===== config.mk =====
export PLATFORM = sky130hd
export DESIGN_NAME = bus_burst_master
export DESIGN_NICKNAME = d
export VERILOG_FILES = /design/src/rtl/bus_burst_master_pkg.sv /design/src/rtl/bus_burst_master.sv
export SDC_FILE = /design/constraint.sdc
export NUM_CORES = 1
export LEC_CHECK = 0
export BUFFER_PORTS_ARGS = -buffer_cell sky130_fd_sc_hd__buf_2
export CAP_MARGIN = 25
export CORE_UTILIZATION = 51
export CTS_BUF_LIST = sky130_fd_sc_hd__clkbuf_4
export DETAILED_ROUTE_END_ITERATION = 7
export PLACE_DENSITY = 0.92
export SLEW_MARGIN = 10
export SYNTH_ARGS = -nofsm -noshare
export SYNTH_HDL_FRONTEND = slang
export SYNTH_SLANG_ARGS = --single-unit

===== constraint.sdc =====
create_clock -name clock -period 2.4 [get_ports clock]
set_clock_uncertainty 0.2 [all_clocks]
set_input_delay 0.36 -clock clock [delete_from_list [all_inputs] [get_ports clock]]
set_output_delay 0.36 -clock clock [all_outputs]
set_load 0.1 [all_outputs]

===== src/rtl/bus_burst_master_pkg.sv =====
// Shared definitions for the burst bus master: state encoding and bus widths.
package bus_burst_master_pkg;

  localparam int DATA_W  = 32;
  localparam int BURST_W = 8;
  localparam int BE_W    = 4;

  typedef enum logic [2:0] {
    stIdle     = 3'd0,
    stRequest  = 3'd1,
    stBegin    = 3'd2,
    stWrite    = 3'd3,
    stWriteEnd = 3'd4,
    stRead     = 3'd5,
    stAbort    = 3'd6
  } busState_t;

endpackage


===== src/rtl/bus_burst_master.sv =====
// Single-master burst engine: takes one client command, wins the bus through the
// arbiter, runs begin/data/end and reports done or error back to the client.
module bus_burst_master
  import bus_burst_master_pkg::*;
(
  input  logic               clock,
  input  logic               reset,
  input  logic               cmdValid,
  output logic               cmdReady,
  input  logic [DATA_W-1:0]  cmdAddress,
  input  logic [BURST_W-1:0] cmdBurstSize,
  input  logic               cmdReadNotWrite,
  input  logic [BE_W-1:0]    cmdByteEnables,
  input  logic [DATA_W-1:0]  wrData,
  input  logic               wrValid,
  output logic               wrReady,
  output logic [DATA_W-1:0]  rdData,
  output logic               rdValid,
  output logic               done,
  output logic               error,
  output logic               busRequest,
  input  logic               busGrant,
  output logic               beginTransactionOut,
  output logic               endTransactionOut,
  output logic               dataValidOut,
  output logic [DATA_W-1:0]  addressDataOut,
  output logic [BE_W-1:0]    byteEnablesOut,
  output logic               readNotWriteOut,
  output logic [BURST_W-1:0] burstSizeOut,
  input  logic [DATA_W-1:0]  addressDataIn,
  input  logic               dataValidIn,
  input  logic               endTransactionIn,
  input  logic               busErrorIn,
  output logic [2:0]         stateDebug
);

  // Handshakes: a command (cmdValid & cmdReady) or a write word (wrValid & wrReady)
  // transfers on the rising edge where both are high; ready never depends on valid.
  // rdValid has no backpressure and must be consumed the cycle it is high.

  busState_t          state;
  logic [DATA_W-1:0]  latAddress;
  logic [BURST_W-1:0] latBurst;
  logic               latRnw;
  logic [BE_W-1:0]    latByteEnables;
  logic [BURST_W-1:0] wordCount;
  logic               errorHit;

  assign cmdReady   = (state == stIdle);
  assign wrReady    = (state == stWrite);
  assign stateDebug = state;

  // A bus error only matters while this master owns the bus.
  assign errorHit = busErrorIn &&
                    (state == stBegin || state == stWrite ||
                     state == stWriteEnd || state == stRead);

  always_ff @(posedge clock or negedge reset) begin
    if (!reset) begin
      state               <= stIdle;
      latAddress          <= '0;
      latBurst            <= '0;
      latRnw              <= 1'b0;
      latByteEnables      <= '0;
      wordCount           <= '0;
      busRequest          <= 1'b0;
      beginTransactionOut <= 1'b0;
      endTransactionOut   <= 1'b0;
      dataValidOut        <= 1'b0;
      addressDataOut      <= '0;
      byteEnablesOut      <= '0;
      readNotWriteOut     <= 1'b0;
      burstSizeOut        <= '0;
      rdData              <= '0;
      rdValid             <= 1'b0;
      done                <= 1'b0;
      error               <= 1'b0;
    end else begin
      // Everything on the bus returns to zero unless a state drives it this cycle,
      // which keeps the outputs safe to OR with other masters.
      busRequest          <= 1'b0;
      beginTransactionOut <= 1'b0;
      endTransactionOut   <= 1'b0;
      dataValidOut        <= 1'b0;
      addressDataOut      <= '0;
      byteEnablesOut      <= '0;
      readNotWriteOut     <= 1'b0;
      burstSizeOut        <= '0;
      rdData              <= '0;
      rdValid             <= 1'b0;
      done                <= 1'b0;
      error               <= 1'b0;

      if (state == stRead && dataValidIn) begin
        rdValid <= 1'b1;
        rdData  <= addressDataIn;
      end

      if (errorHit) begin
        // A slave that also ends the transaction has already closed the bus.
        error             <= 1'b1;
        endTransactionOut <= !endTransactionIn;
        state             <= endTransactionIn ? stIdle : stAbort;
      end else begin
        case (state)
          stIdle: begin
            if (cmdValid) begin
              latAddress     <= cmdAddress;
              latBurst       <= cmdBurstSize;
              latRnw         <= cmdReadNotWrite;
              latByteEnables <= cmdByteEnables;
              wordCount      <= cmdBurstSize;
              busRequest     <= 1'b1;
              state          <= stRequest;
            end
          end
          stRequest: begin
            if (busGrant) begin
              beginTransactionOut <= 1'b1;
              addressDataOut      <= latAddress;
              byteEnablesOut      <= latByteEnables;
              readNotWriteOut     <= latRnw;
              burstSizeOut        <= latBurst;
              state               <= stBegin;
            end else begin
              busRequest <= 1'b1;
            end
          end
          stBegin: begin
            state <= latRnw ? stRead : stWrite;
          end
          stWrite: begin
            if (wrValid) begin
              dataValidOut   <= 1'b1;
              addressDataOut <= wrData;
              if (wordCount == '0) begin
                state <= stWriteEnd;
              end else begin
                wordCount <= wordCount - 8'd1;
              end
            end
          end
          stWriteEnd: begin
            endTransactionOut <= 1'b1;
            done              <= 1'b1;
            state             <= stIdle;
          end
          stRead: begin
            if (endTransactionIn) begin
              done  <= 1'b1;
              state <= stIdle;
            end
          end
          stAbort: begin
            state <= stIdle;
          end
          default: begin
            state <= stIdle;
          end
        endcase
      end
    end
  end

endmodule


==> run metrics, run 1 <==
outcome completed; Critical Path Max Stage Delay 470 ps; Seq. cell area 0.003512 mm²; post-synthesis sequential area ratio 64.77%; DRT iter0 DRCs 541; initial antenna violation count 0; Clock Latency Late Sink 530 ps; fmax 433.4 MHz; die width 105.0 µm; Mapped Nets 631; Rows 37; vias in the first global route 5,432; Routed Antenna Nets 0; mapped cell area 0.005409 mm²; Total GRT Usage 32.71%; Worst Hold Depth 4; Die H 105.0 µm; Filler cells 578; hold crit path type input port to register; internal power 4.622 mW; setup TNS 0 ps; CP Buf/Inv Count 1; Yosys reg bits 140; Mean Syn Cell Area 10.56 µm²; total die area 0.01102 mm²; ANT cells 0; CTS tree built; Final Cycle Share 96.14%; worst slew pin tran 555.9 ps; final setup fails 0; fraction of synthesized cell area taken by the top area cell type 64.77%; R2R cell count 6; synth unique cells 43; instance count of the mapped netlist 512; layout net count 951; DR DRC count 0; clk root buf clkbuf_4; Finished Core Util 78.32%; Worst EP arrival 2500 ps; Non-Filler Instances 981; Setup CP Type register to register; slowest stage cell, crit path or3b_2; switch share 47.62%; Clock Power Share 17.1%; endpoints failing hold 0; # placed instances 832; min cycle time layout 2307 ps; Critical Path, Cell by Cell inv_1 -> ha_1 -> or3b_2 -> or3_1 -> o311ai_1 -> o21ai_0; ys flop type dfrtp_1; most common cell in the synthesized netlist nand2_1; Multi-input gate area 0.001763 mm²; first-pass GRT wire length 27.34 mm; CP endpoint kind register; CP delay by family, top simple AND/OR/NAND/NOR gates; GRT overflow 0; area leader, netlist dfrtp_1; pwr dens 1091 mW/mm²; share of layout cells above drive strength 1 31.24%; dpl ws 95.87 ps; clk sinks 140; first drt pass iteration count 8; switching pwr 4.203 mW; DP HPWL 9.258 mm; Max Root-Sink Buffers 2; Flop pwr share 38.6%; Hold Slack 81.09 ps; Area growth, synth to finish 49.48%; cts bufs inserted 17; combinational share of power 44.3%; WL final 17.48 mm; H-tree levels 4; Crit path depth 6; Routed wire per std cell 17.82 µm; Avg Vias per Cell 5.388; unrepaired setup endpoints after global routing false; Relative slew margins 62.94%; final RePlAce weighted congestion 0.8952; CP max FO 4; Startpoint Class register; Post-synth top cells nand2_1 (146), dfrtp_1 (140), and2_1 (46), nor2_1 (41), a22oi_1 (34); Vias 5,286; num ports 206; Slew Viols, Final 0; LEAKAGE 4.319 nW; Initial Util 52.39%; core box area 0.01032 mm²; Yosys Warn Count 0; slack of the critical path 92.72 ps; Critical Path RT 2590 ps; number of synthesized flops with an enable pin 0; CTS clock-pin slew for the worst setup and hold paths 120 ps; Synth async-reset ratio 100.0%; Area contributors post-synth dfrtp_1 (65%), nand2_1 (10%), and2_1 (5.3%); Max rail drop VDD 0.5998 mV; Port Buf Inserts 205; pin count of the biggest net entering global routing 53; max_cap viols 0
[kinds of logic after synthesis]
kind of cell               share of synthesized area [%]
AOI/OAI and AO/OA                                  8.605
adders and majority gates                         0.4626
buffers and inverters                              3.123
DFF                                                64.77
muxes                                             0.6707
and+or+nand+nor                                    22.37
[routing by layer]
layer / up-vias / track usage [%] / wire, µm
met5: - / 0 / 0
met4: 0 / 17.51 / 785
met3: 76 / 7.798 / 1167
met2: 334 / 58.09 / 9252
met1: 2556 / 36.21 / 6272
li1: 2320 / - / -
[power groups by stage]
stage / registers, mW / clock network (mW) / logic [mW]
2_1_floorplan: 4.59 / 0 / 1.65
3_3_place_gp: 3.36 / 0 / 3.50
3_5_place_dp: 3.40 / 0 / 3.62
4_1_cts: 3.35 / 1.50 / 3.78
5_1_grt: 3.46 / 1.63 / 4.12
6_report: 3.40 / 1.51 / 3.91
[sequential cells by signal, summed over array words and instances, names as in the netlist, 4 cells and up]
signal,cells
latAddress,32
rdData,32
addressDataOut,32
latBurst,8
burstSizeOut,8
wordCount,8
byteEnablesOut,4
latByteEnables,4
[through the flow]
step / total power [mW] / cell area, µm²
after floorplan: 6.239 / 5503
after global placement: 6.856 / 6640
after detailed placement: 7.027 / 6640
final: 8.825 / 8085
after CTS: 8.630 / 8065
after global routing: 9.222 / 8085
[tightest hold or removal path: cells and delay by family]
family        cells  cell delay, ps
buf+inv           2             200
mux               1             140
simple gates      1              70
[worst paths after layout]
| kind | start | endpoint | slack, ps |
|---|---|---|---|
| min in group asynchronous | reset | addressDataOut[11] | 140 |
| worst min-delay path | busGrant | busRequest | 80 |
| max in group asynchronous | reset | stateDebug[1] | 1180 |
| worst min register to register | latBurst[7] | latBurst[7] | 270 |
| worst max register to register | wordCount[0] | wordCount[6] | 90 |
| worst max-delay path | wordCount[0] | wordCount[6] | 90 |
[final cells by class]
cell class                      count  area share [%]
Sequential cell                   140           43.44
Timing Repair Buffer              333           28.89
Multi-Input combinational cell    333           21.80
Tap cell                          136           2.105
Clock inverter                     15           1.811
Clock buffer                       17           1.578
Inverter                            7          0.3714
[timing repair]
item | 4_1_cts | 5_1_grt
hold buffers | 115 | 0
setup endpoints to repair | 0 | 6
endpoints found under the hold margin | 260 | 0
gates resized for setup | 0 | 3
buffers inserted | 0 | 2
[cells in the final DEF (no fill, tap or decap), types with 6 or more instances in the layout]
cell type	Yosys	routed
nor2_1	41	40
buf_4	0	10
nor3_1	8	7
clkbuf_4	0	18
buf_2	0	202
a22oi_1	34	34
clkinvlp_4	0	6
dlygate4sd3_1	0	115
and2_1	46	45
o22ai_1	6	6
inv_1	7	6
nand2_1	146	146
dfrtp_1	140	137
No activity file was read; power rests on OpenSTA's default activity.
==> run 2, diff against run 1 <==
==> constraint.sdc (replaced) <==
create_clock -name clock -period 2.6 [get_ports clock]
set_clock_uncertainty 0.2 [all_clocks]
set_input_delay 0.39 -clock clock [delete_from_list [all_inputs] [get_ports clock]]
set_output_delay 0.39 -clock clock [all_outputs]
set_load 0.1 [all_outputs]
==> run metrics, run 2 (synthesized netlist as in run 1, its figures left out) <==
layout net count 948 (-0.32%); Routed Antenna Nets 0 (unchanged); Max rail drop VDD 0.8110 mV (+35%); LEAKAGE 4.340 nW (+0.47%); Critical Path, Cell by Cell inv_1 -> ha_1 -> or3b_2 -> or3_1 -> o311ai_0 -> o21ai_0; cts bufs inserted 17 (unchanged); total die area 0.01102 mm² (unchanged); Rows 37 (unchanged); outcome completed; final RePlAce weighted congestion 0.8420 (-5.9%); R2R setup slack 130 ps (+40 ps); Setup CP Type register to register; clk root buf clkbuf_4; Area growth, synth to finish 49.73%; H-tree levels 4 (unchanged); Die H 105.0 µm (unchanged); post-CTS setup buffer count 0 (unchanged); setup TNS 0 ps (unchanged); pwr dens 1029 mW/mm² (-5.7%); Critical Path Max Stage Delay 490 ps (+20 ps); first-pass GRT wire length 26.72 mm (-2.3%); slowest stage cell, crit path or3b_2; Critical Path RT 2770 ps (+180 ps); die width 105.0 µm (unchanged); Relative slew margins 51.84% (-11 points); share of layout cells above drive strength 1 31.15% (-0.089 points); hold_buf cts 114 (-0.87%); Initial Util 52.39% (unchanged); DP HPWL 8.876 mm (-4.1%); DRT iter0 DRCs 396 (-27%); Final Cycle Share 95.07% (-1.1 points); CP Buf/Inv Count 1 (unchanged); Clock Latency Late Sink 520 ps (about the same); ANT cells 0 (unchanged); cts repair resizes 0 (unchanged); CTS tree built; pin count of the biggest net entering global routing 53 (unchanged); DR DRC count 0 (unchanged); WL final 16.69 mm (-4.5%); Largest regs addressDataOut (32), latAddress (32), rdData (32); Port Buf Inserts 205 (unchanged); initial antenna violation count 0 (unchanged); CP endpoint kind register; CP max FO 4 (unchanged); Vias 5,216 (-1.3%); vias in the first global route 5,455 (+0.42%); min cycle time layout 2472 ps (+164.5 ps); Routed wire per std cell 17.09 µm (-4.1%); max_cap viols 0 (unchanged); endpoints failing hold 0 (unchanged); unrepaired setup endpoints after global routing false; Total GRT Usage 31.71% (-1.0 points); Max Root-Sink Buffers 2 (unchanged); hold crit path type input port to register; fmax 404.6 MHz (-6.7%); Slew Viols, Final 0 (unchanged); core box area 0.01032 mm² (unchanged); Worst EP arrival 2640 ps (+140 ps); Startpoint Class register; final setup fails 0 (unchanged); worst slew pin tran 722.4 ps (+166.4 ps); Avg Vias per Cell 5.339 (-0.92%); Hold Slack 33.27 ps (-47.82 ps); most frequent cells in the layout buf_2 (203), nand2_1 (146), dfrtp_1 (137), dlygate4sd3_1 (114), and2_1 (45); clk sinks 140 (unchanged); most common cell after layout, fill and taps aside buf_2; num ports 206 (unchanged); GRT overflow 0 (unchanged); first drt pass iteration count 6 (-2); CTS clock-pin slew for the worst setup and hold paths 110 ps (about the same); CP delay by family, top simple AND/OR/NAND/NOR gates
run 2: cell types whose count changed in the layout (fill, tap and decap cells not counted), sizes merged:
cell,previous run,this run
dlygate4sd3,115,114
bufinv,2,5
clkinv,5,4
inv,9,7
clkbuf,18,20
buf,217,216
clkinvlp,6,2
run 2: worst min-delay path, cell delays in order:
cell     delay (ps)
buf_2            90
a22oi_1          80
nor2_1          140
run 2: report_power, final:
| group | leakage, nW | total [mW] | switching [mW] | internal (mW) |
|---|---|---|---|---|
| Sequential | 1.86 | 3.16 | 0.420 | 2.74 |
| Clock | 0.181 | 1.66 | 0.776 | 0.889 |
| Combinational | 2.30 | 3.51 | 2.60 | 0.909 |
run 2: path summary, 6_finish.rpt:
| path | endpoint | cells after the start | from |
|---|---|---|---|
| max in group asynchronous | burstSizeOut[4] | 3 | reset |
| hold reg to reg | byteEnablesOut[2] | 1 | latByteEnables[2] |
| hold / removal | addressDataOut[0] | 3 | wrData[0] |
| setup / recovery | wordCount[6] | 6 | wordCount[0] |
| min in group asynchronous | addressDataOut[13] | 2 | reset |
| setup reg to reg | wordCount[6] | 6 | wordCount[0] |
run 2: through the flow:
| stage | instances | power, mW | util [%] | setup slack (ps) | area (µm²) |
|---|---|---|---|---|---|
| floorplan | 512 | 5.730 | - | -28.89 | 5469 |
| global placement | 832 | 6.307 | 64.08 | 450.0 | 6615 |
| detailed placement | 832 | 6.438 | 64.08 | 171.4 | 6615 |
| CTS | 977 | 8.210 | 78.45 | 126.5 | 8099 |
| global route | 977 | 8.731 | 78.45 | 89.06 | 8099 |
| finish | 977 | 8.333 | 78.45 | 128.2 | 8099 |
run 2: cell type report:
class | instances | area, µm²
Clock buffer | 20 | 150.1
Clock inverter | 11 | 192.7
Fill cell | 548 | 2225
Inverter | 7 | 30.03
Multi-Input combinational cell | 333 | 1760
Sequential cell | 140 | 3512
Tap cell | 136 | 170.2
Timing Repair Buffer | 330 | 2283
run 2: per-layer routing:
| metal | wire length [µm] | global-route usage [%] |
|---|---|---|
| met5 | 0 | 0 |
| met4 | 821 | 18.41 |
| met3 | 1512 | 10.85 |
| met2 | 8222 | 52.03 |
| met1 | 6138 | 36.10 |
==> run 3, diff against run 2 <==
--- a/config.mk
+++ b/config.mk
@@ -7,10 +7,10 @@
 export LEC_CHECK = 0
 export BUFFER_PORTS_ARGS = -buffer_cell sky130_fd_sc_hd__buf_2
 export CAP_MARGIN = 25
-export CORE_UTILIZATION = 51
-export CTS_BUF_LIST = sky130_fd_sc_hd__clkbuf_4
+export CORE_UTILIZATION = 39
+export CTS_BUF_LIST = sky130_fd_sc_hd__clkbuf_8
 export DETAILED_ROUTE_END_ITERATION = 7
-export PLACE_DENSITY = 0.92
+export PLACE_DENSITY = 0.75
 export SLEW_MARGIN = 10
 export SYNTH_ARGS = -nofsm -noshare
 export SYNTH_HDL_FRONTEND = slang
==> run metrics, run 3 (synthesized netlist as in run 1, its figures left out) <==
WL final 14.46 mm (-13%); most common cell after layout, fill and taps aside buf_2; CP endpoint kind primary output; layout net count 939 (-0.95%); vias in the first global route 5,037 (-7.7%); Setup CP Type register to primary output; dpl ws 398.0 ps (+226.6 ps); DR DRC count 0 (unchanged); first drt pass iteration count 5 (-1); clk root buf clkbuf_8; unrepaired setup endpoints after global routing false; endpoints failing hold 0 (unchanged); Slew Viols, Final 0 (unchanged); Largest regs addressDataOut (32), latAddress (32), rdData (32); Max Root-Sink Buffers 2 (unchanged); final RePlAce weighted congestion 0.7870 (-6.5%); total die area 0.01434 mm² (+30%); DRT iter0 DRCs 281 (-29%); Startpoint Class register; Rows 42 (+14%); worst slew pin tran 720.8 ps (-1.596 ps); post-CTS setup buffer count 0 (unchanged); share of layout cells above drive strength 1 31.57% (+0.42 points); Die H 119.8 µm (+14%); cts repair resizes 0 (unchanged); CTS clock-pin slew for the worst setup and hold paths 80 ps (-30 ps); GRT overflow 0 (unchanged); CTS tree built; Total GRT Usage 20.87% (-11 points); final setup fails 0 (unchanged); Clock Latency Late Sink 440 ps (-80 ps); cts bufs inserted 17 (unchanged); clk sinks 140 (unchanged); Worst EP arrival 1870 ps (-770 ps); Hold Slack 27.99 ps (-5.283 ps); Max rail drop VDD 0.9330 mV (+15%); Initial Util 40.36% (-12 points); Area growth, synth to finish 51.79%; die width 119.8 µm (+14%); LEAKAGE 4.346 nW (+0.16%); hold_buf cts 106 (-7.0%); Routed Antenna Nets 0 (unchanged); min cycle time layout 2463 ps (-8.610 ps); most frequent cells in the layout buf_2 (203), nand2_1 (146), dfrtp_1 (137), dlygate4sd3_1 (106), and2_1 (45); Final Cycle Share 94.74% (-0.33 points); initial antenna violation count 0 (unchanged); Critical Path RT 2010 ps (-760 ps); num ports 206 (unchanged); DP HPWL 8.575 mm (-3.4%); max_cap viols 0 (unchanged); fmax 406.0 MHz (+0.35%); Finished Core Util 61.27% (-17 points); Port Buf Inserts 205 (unchanged); first-pass GRT wire length 23.19 mm (-13%); CP max FO 16 (+12); hold crit path type input port to register; slack of the critical path 136.8 ps (+8.610 ps); Vias 4,777 (-8.4%); pin count of the biggest net entering global routing 64 (+21%); pwr dens 1044 mW/mm² (+1.4%); Avg Vias per Cell 4.734 (-11%); H-tree levels 4 (unchanged); setup TNS 0 ps (unchanged); Routed wire per std cell 14.33 µm (-16%); Tot Pwr 8.568 mW (+2.8%); ANT cells 0 (unchanged); core box area 0.01340 mm² (+30%); outcome completed; Relative slew margins 51.95% (+0.11 points)
[run 3: cell count changes in the layout (fill, tap and decap cells not counted)]
cell           previous run  this run
clkbuf_4                 20         0
clkbuf_8                  0        17
dlygate4sd3_1           114       106
clkinvlp_4                2         6
buf_4                    10         8
buf_12                    2         3
bufinv_16                 5         6
clkinv_1                  1         0
clkinv_2                  1         2
clkinv_4                  2         1
[run 3: routing by layer]
metal | part of all wire [%] | global-route usage (%) | routed length (µm) | vias up
li1 | - | - | - | 2294
met1 | 41 | 24.87 | 5915 | 2249
met2 | 50 | 35.33 | 7257 | 203
met3 | 6.1 | 4.943 | 887 | 31
met4 | 2.7 | 10.23 | 396 | 0
met5 | 0 | 0 | 0 | -
[run 3: where the power goes]
part	internal, mW	total, mW	leakage, nW	switching (mW)
clock	1.24	2.07	0.224	0.836
sequential	2.74	3.11	1.86	0.371
combinational	0.899	3.38	2.27	2.48
total	4.88	8.57	4.35	3.69
[run 3: worst max-delay path, stage by stage (launching register included)]
cell and delay [ps]:
dfrtp_4 570, nand3b_1 390, clkinvlp_4 280, buf_12 190
[run 3: layout make-up]
type	instances	area (µm²)
well taps	176	220.2
fillers	1074	5190
repair buffers	321	2208
multi-input cells	333	1760
clock buffers	17	234.0
clock inverters	15	245.2
flip-flops and latches	140	3512
inverters	7	30.03
[run 3: path summary, 6_finish.rpt]
check                         startpoint                 end  cells after the start  slack, ps
max reg2reg                 wordCount[0]        wordCount[6]                      6        380
max                        stateDebug[2]             wrReady                      3        140
max in group asynchronous          reset         latBurst[0]                      3       1230
min reg2reg                  latBurst[6]         latBurst[6]                      2        270
min                           wrData[20]  addressDataOut[20]                      3         30
min in group asynchronous          reset  addressDataOut[12]                      2        300
[run 3: stage by stage]
stage / std cells / instance area, µm²
after CTS: 1009 / 8210
final: 1009 / 8210
after global placement: 871 / 6670
after detailed placement: 871 / 6670
after floorplan: 512 / 5469
after global routing: 1009 / 8210
